==> config.mk <==
export PLATFORM = sky130hd
export DESIGN_NAME = pipe_stage_flat
export DESIGN_NICKNAME = d
export VERILOG_FILES = /design/src/rtl/pipe_stage_if.sv /design/src/rtl/pipe_stage.sv /design/src/flat_wrapper.sv
export SDC_FILE = /design/constraint.sdc
export NUM_CORES = 1
export LEC_CHECK = 0
export ABC_AREA = 1
export ABC_CLOCK_PERIOD_IN_PS = 1200
export BUFFER_PORTS_ARGS = -buffer_cell sky130_fd_sc_hd__buf_2
export CAP_MARGIN = 20
export CORE_ASPECT_RATIO = 1.75
export CORE_UTILIZATION = 47
export CTS_BUF_LIST = sky130_fd_sc_hd__clkbuf_16
export DETAILED_ROUTE_END_ITERATION = 10
export PLACE_DENSITY = 0.79
export SYNTH_ARGS = -nofsm -noshare
export SYNTH_HDL_FRONTEND = slang
export SYNTH_SLANG_ARGS = --single-unit
==> constraint.sdc <==
create_clock -name clk -period 1.2 [get_ports clk]
set_input_delay 0.18 -clock clk [delete_from_list [all_inputs] [get_ports clk]]
set_output_delay 0.18 -clock clk [all_outputs]
set_load 0.05 [all_outputs]
==> src/rtl/pipe_stage_if.sv <==
// Handshake bundle for one pipeline stage boundary: upstream side, downstream side and occupancy.
// The "slave" modport is the stage itself; "master" is whoever surrounds it (neighbour stages or a bench).
interface pipe_stage_if #(
    parameter int WIDTH = 32
);
    logic             in_valid;
    logic             in_ready;
    logic [WIDTH-1:0] in_data;
    logic             out_valid;
    logic             out_ready;
    logic [WIDTH-1:0] out_data;
    logic [1:0]       count;

    modport master (
        output in_valid, in_data, out_ready,
        input  in_ready, out_valid, out_data, count
    );

    modport slave (
        input  in_valid, in_data, out_ready,
        output in_ready, out_valid, out_data, count
    );
endinterface

==> src/rtl/pipe_stage.sv <==
// Elastic valid/ready stage register for the MIPS D/E/M/W boundaries; optional skid buffer via PIPE_STAGE_SKID_EN.
// Latency: one cycle from in transfer to out_data (more only when older entries are queued ahead).
// Backpressure: skid build holds two entries with a registered in_ready; default build stalls via in_ready = !main_vld | out_ready.
module pipe_stage #(
    parameter int               WIDTH     = 32,
    parameter logic [WIDTH-1:0] FLUSH_VAL = '0
) (
    input  logic         clk,
    input  logic         reset,
    input  logic         flush,
    pipe_stage_if.slave  bus
);
    typedef enum logic [1:0] {
        EMPTY = 2'd0,
        ONE   = 2'd1,
        TWO   = 2'd2
    } state_t;

    state_t           state;
    logic             main_vld;
    logic [WIDTH-1:0] main_dat;
    logic             in_xfer;
    logic             out_xfer;

    assign in_xfer      = bus.in_valid & bus.in_ready;
    assign out_xfer     = main_vld & bus.out_ready;
    assign bus.out_valid = main_vld;
    assign bus.out_data  = main_dat;

`ifdef PIPE_STAGE_SKID_EN
    logic             skid_vld;
    logic [WIDTH-1:0] skid_dat;
    logic             in_rdy_q;
    logic [1:0]       cnt;

    // in_ready is its own flop so upstream never sees a path from out_ready.
    assign bus.in_ready = in_rdy_q;
    assign bus.count    = cnt;

    always_ff @(posedge clk or negedge reset) begin
        if (!reset) begin
            state    <= EMPTY;
            main_vld <= 1'b0;
            main_dat <= FLUSH_VAL;
            skid_vld <= 1'b0;
            skid_dat <= '0;
            in_rdy_q <= 1'b1;
            cnt      <= 2'd0;
        end else if (flush) begin
            state    <= EMPTY;
            main_vld <= 1'b0;
            main_dat <= FLUSH_VAL;
            skid_vld <= 1'b0;
            skid_dat <= '0;
            in_rdy_q <= 1'b1;
            cnt      <= 2'd0;
        end else begin
            case (state)
                EMPTY: begin
                    if (in_xfer) begin
                        state    <= ONE;
                        main_vld <= 1'b1;
                        main_dat <= bus.in_data;
                        cnt      <= 2'd1;
                    end
                end
                ONE: begin
                    if (in_xfer && out_xfer) begin
                        main_dat <= bus.in_data;
                    end else if (in_xfer) begin
                        state    <= TWO;
                        skid_vld <= 1'b1;
                        skid_dat <= bus.in_data;
                        in_rdy_q <= 1'b0;
                        cnt      <= 2'd2;
                    end else if (out_xfer) begin
                        state    <= EMPTY;
                        main_vld <= 1'b0;
                        main_dat <= FLUSH_VAL;
                        cnt      <= 2'd0;
                    end
                end
                TWO: begin
                    if (out_xfer) begin
                        state    <= ONE;
                        main_dat <= skid_dat;
                        skid_vld <= 1'b0;
                        in_rdy_q <= 1'b1;
                        cnt      <= 2'd1;
                    end
                end
                default: begin
                    state    <= EMPTY;
                    main_vld <= 1'b0;
                    main_dat <= FLUSH_VAL;
                    skid_vld <= 1'b0;
                    in_rdy_q <= 1'b1;
                    cnt      <= 2'd0;
                end
            endcase
        end
    end
`else
    logic cnt_lo;

    assign bus.in_ready = ~main_vld | bus.out_ready;
    assign bus.count    = {1'b0, cnt_lo};

    always_ff @(posedge clk or negedge reset) begin
        if (!reset) begin
            state    <= EMPTY;
            main_vld <= 1'b0;
            main_dat <= FLUSH_VAL;
            cnt_lo   <= 1'b0;
        end else if (flush) begin
            state    <= EMPTY;
            main_vld <= 1'b0;
            main_dat <= FLUSH_VAL;
            cnt_lo   <= 1'b0;
        end else begin
            case (state)
                EMPTY: begin
                    if (in_xfer) begin
                        state    <= ONE;
                        main_vld <= 1'b1;
                        main_dat <= bus.in_data;
                        cnt_lo   <= 1'b1;
                    end
                end
                ONE: begin
                    // With a single entry an in transfer here implies an out transfer too.
                    if (out_xfer) begin
                        if (in_xfer) begin
                            main_dat <= bus.in_data;
                        end else begin
                            state    <= EMPTY;
                            main_vld <= 1'b0;
                            main_dat <= FLUSH_VAL;
                            cnt_lo   <= 1'b0;
                        end
                    end
                end
                default: begin
                    state    <= EMPTY;
                    main_vld <= 1'b0;
                    main_dat <= FLUSH_VAL;
                    cnt_lo   <= 1'b0;
                end
            endcase
        end
    end
`endif
endmodule

==> src/flat_wrapper.sv <==
// flat-port wrapper written by rule: the top's interface ports become plain ports
module pipe_stage_flat 
#(
    parameter int               WIDTH     = 32,
    parameter logic [WIDTH-1:0] FLUSH_VAL = '0
)
  (clk, reset, flush, bus_in_valid, bus_in_data, bus_out_ready, bus_in_ready, bus_out_valid, bus_out_data, bus_count);
  pipe_stage_if #(.WIDTH(WIDTH)) bus_i ();
  input  logic clk;
  input  logic reset;
  input  logic flush;
  input wire logic [$bits(bus_i.in_valid)-1:0] bus_in_valid;
  input wire logic [$bits(bus_i.in_data)-1:0] bus_in_data;
  input wire logic [$bits(bus_i.out_ready)-1:0] bus_out_ready;
  output wire logic [$bits(bus_i.in_ready)-1:0] bus_in_ready;
  output wire logic [$bits(bus_i.out_valid)-1:0] bus_out_valid;
  output wire logic [$bits(bus_i.out_data)-1:0] bus_out_data;
  output wire logic [$bits(bus_i.count)-1:0] bus_count;
  assign bus_i.in_valid = bus_in_valid;
  assign bus_i.in_data = bus_in_data;
  assign bus_i.out_ready = bus_out_ready;
  assign bus_in_ready = bus_i.in_ready;
  assign bus_out_valid = bus_i.out_valid;
  assign bus_out_data = bus_i.out_data;
  assign bus_count = bus_i.count;
  pipe_stage #(.WIDTH(WIDTH), .FLUSH_VAL(FLUSH_VAL)) u_core (.clk(clk), .reset(reset), .flush(flush), .bus(bus_i));
endmodule
==> impl_metrics.tcl <==
set metrics [dict create \
    syn_area_sq_um 1710 \
    drc 0 \
    setup_ws_ps -26.7 \
    grt_use_met3_pct 4.84 \
    skew_ps 5.02 \
    path_delay_family "flip-flops" \
    drive_above_1_share_pct 34.1 \
    reg2reg_to "u_core.bus.out_data[29]$_DFFE_PN0P_" \
    yosysWarnings 0 \
    grt_pass1_wl_um 6780 \
    rrSetupSlack_ps 30 \
    min_from "flush" \
    wl_per_cell_um 12.2 \
    maxSlewViolCount 0 \
    drt_pass1_iterations 5 \
    ant_nets 0 \
    cp.required_ps 1020 \
    initialDrtViolationCount 59 \
    combPwrFrac_pct 26.4 \
    placementRows 28 \
    syn-num-nets 259 \
    internal_power_mw 2.19 \
    synth_cell_types 16 \
    finalHoldViolCount 0 \
    via_count 1654 \
    ff_latch_area_sq_um 830 \
    async_flop_share_pct 100 \
    grt_util_met2_pct 40.1 \
    htree_levels 2 \
    violations "setup timing" \
    rr_worst_depth 6 \
    root_buffer "clkbuf_16" \
    grt-ovfl-total 0 \
    post-route-period-util_pct 102 \
    switchingPower_mw 1.10 \
    max_freq_mhz 815 \
    initial_core_util_pct 49.7 \
    multi_input_area_sq_um 767 \
    avgSynthCellArea_sq_um 7.69 \
    ir_drop_uv 1090 \
    tritoncts "built" \
    io_buffers 71 \
    met1_usage_pct 30.2 \
    status "finished, violations left" \
    clock-sinks 33 \
    area_delta_synth_final_pct 35.8 \
    cts_buffers 5 \
    fin_hold_ws_ps 85.3 \
    final_cells 341 \
    clk_pin_slew_ps 50 \
    worstSkewPairLatency_ps 270 \
    grt_antenna_before_repair 0 \
    place_inst 330 \
    grt_pass1_vias 1502 \
    seqPwrFrac_pct 38.1 \
    ys_seq_elements 33 \
    setup_viol 3 \
    grt_max_degree 33 \
    grt.total_usage_pct 24.9 \
    synth_top_area_share_pct 48.4 \
    die_h_um 81.7 \
    routabilityCongestion 0.834 \
    vias_per_cell 4.85 \
    crit_path_end_kind "output pin" \
    path_class "reg -> out" \
    reg2reg_from "u_core.state[0]$_DFFE_PN0P_" \
    gr-max-usage-layer "met2" \
    p_clk_share_pct 35.5 \
    synth_top_flop_cell "dfrtp_1" \
    core_area_sq_um 3430 \
    crit_chain "nand2_8 > buf_8" \
    seq_area_frac_synth_pct 48.4 \
    die_area_sq_um 3890 \
    yosys.area.top_type "dfrtp_1" \
    p_leak_nw 1.36 \
    p_total_mw 3.29 \
    routed_wl_um 4170 \
    cts_max_path_buffers 2 \
    synthCells 222 \
    swShare_pct 33.4 \
    nets 332 \
    hold_path.class "in -> reg" \
    cap_violations 0 \
    antenna_cells 0 \
    fin_tns_setup_ps -66.3 \
    dp_hpwl_um 2820 \
    path_buf_inv 1 \
    cp_max_fo 4 \
    slowest_stage "dfrtp_4" \
    min_period_ps 1230 \
    max_stage_delay_ps 520 \
    place_ws_ps -36.7 \
    synth_area_leaders "dfrtp_1 48%, nand2_1 21%, nand3_1 9.4%" \
    crit_cells 2 \
    die_x_um 47.6 \
    startpoint_type "flip-flop" \
    holdPathStages 2 \
    powerDensity_nw_per_um2 1420 \
    fillerInstances 315 \
    boundaryPins 73 \
    synth_edf_count 0 \
    grt_setup_unrepaired "yes" \
    hold_path_end "u_core.state[0]$_DFFE_PN0P_" \
    arrival_ps 1050 \
]
placed cells by master, fill, tap and decap left out, drive strengths merged:
cell and count:
nor2 32, conb 1, inv 7, dlygate4sd3 1, nand3 32, nand2 101, clkbuf 5, buf 82
a21oi 2, dfrtp 33
how the worst max path moves through the flow:
| stage | slack, ps | startpoint | endpoint |
|---|---|---|---|
| after global routing | -40 | u_core.state[0]$_DFFE_PN0P_ | bus_out_valid |
| after detailed placement | -40 | u_core.state[0]$_DFFE_PN0P_ | u_core.bus.out_data[5]$_DFFE_PN0P_ |
| after global placement | 2 | u_core.state[0]$_DFFE_PN0P_ | u_core.bus.out_data[6]$_DFFE_PN0P_ |
| after CTS | -30 | u_core.state[0]$_DFFE_PN0P_ | bus_in_ready |
| after floorplan | -40 | u_core.state[0]$_DFFE_PN0P_ | u_core.bus.out_data[0]$_DFFE_PN0P_ |
| final | -30 | u_core.state[0]$_DFFE_PN0P_ | bus_in_ready |
final cells by class:
cell class / count / share of cell area, %
flip-flops and latches: 33 / 35.8
repair buffers: 83 / 22.1
clock inverters: 3 / 0.486
clock buffers: 5 / 5.40
multi-input cells: 168 / 33.1
inverters: 4 / 0.756
well taps: 45 / 2.43
power by group through the flow:
stage                     logic [mW]  registers, mW  clock network, mW
after floorplan                0.305           1.58                  0
after global placement         0.836           1.27                  0
after detailed placement       0.845           1.27                  0
after CTS                      0.874           1.25               1.19
after global routing           0.938           1.26               1.24
final                          0.869           1.25               1.17
per-layer routing:
metal | part of all wire [%] | wire length (um)
met1 | 39 | 1630
met2 | 53 | 2210
met3 | 4.2 | 176
met4 | 3.8 | 157
met5 | 0 | 0
cell families after synthesis:
group                  after synthesis  share of synthesized area (%)
and+or+nand+nor                    164                           40.1
DFF                                 33                           48.4
buffers and inverters               22                           10.1
AOI/OAI and AO/OA                    2                           1.25
other                                1                          0.220
stage by stage:
step / instance area (sq um) / util, %
final: 2320 / 67.5
after CTS: 2310 / 67.4
after detailed placement: 2130 / 62.0
after global placement: 2130 / 62.0
after floorplan: 1750 / -
after global routing: 2320 / 67.5
flip-flops by register name, indices dropped and copies added, names as in the netlist:
name and cells:
u_core.bus.out_data 32, u_core.state 1
synthesized netlist by cell type (2+ instances only):
| cell | instances |
|---|---|
| inv_2 | 3 |
| buf_4 | 5 |
| nand3_1 | 32 |
| buf_2 | 6 |
| buf_6 | 4 |
| buf_8 | 3 |
| nor2_1 | 32 |
| nand2_2 | 2 |
| nand2_1 | 96 |
| dfrtp_1 | 33 |
what timing repair did:
item | in CTS | in global routing
resized for setup | 5 | 1
pin swaps | 1 | 4
endpoints found under the setup margin | 35 | 35
cloned | 1 | 0
hold buffers | 1 | 0
buffers inserted | 1 | 0
hold endpoints to repair | 13 | 0
Power figures use the tool's default switching activity.
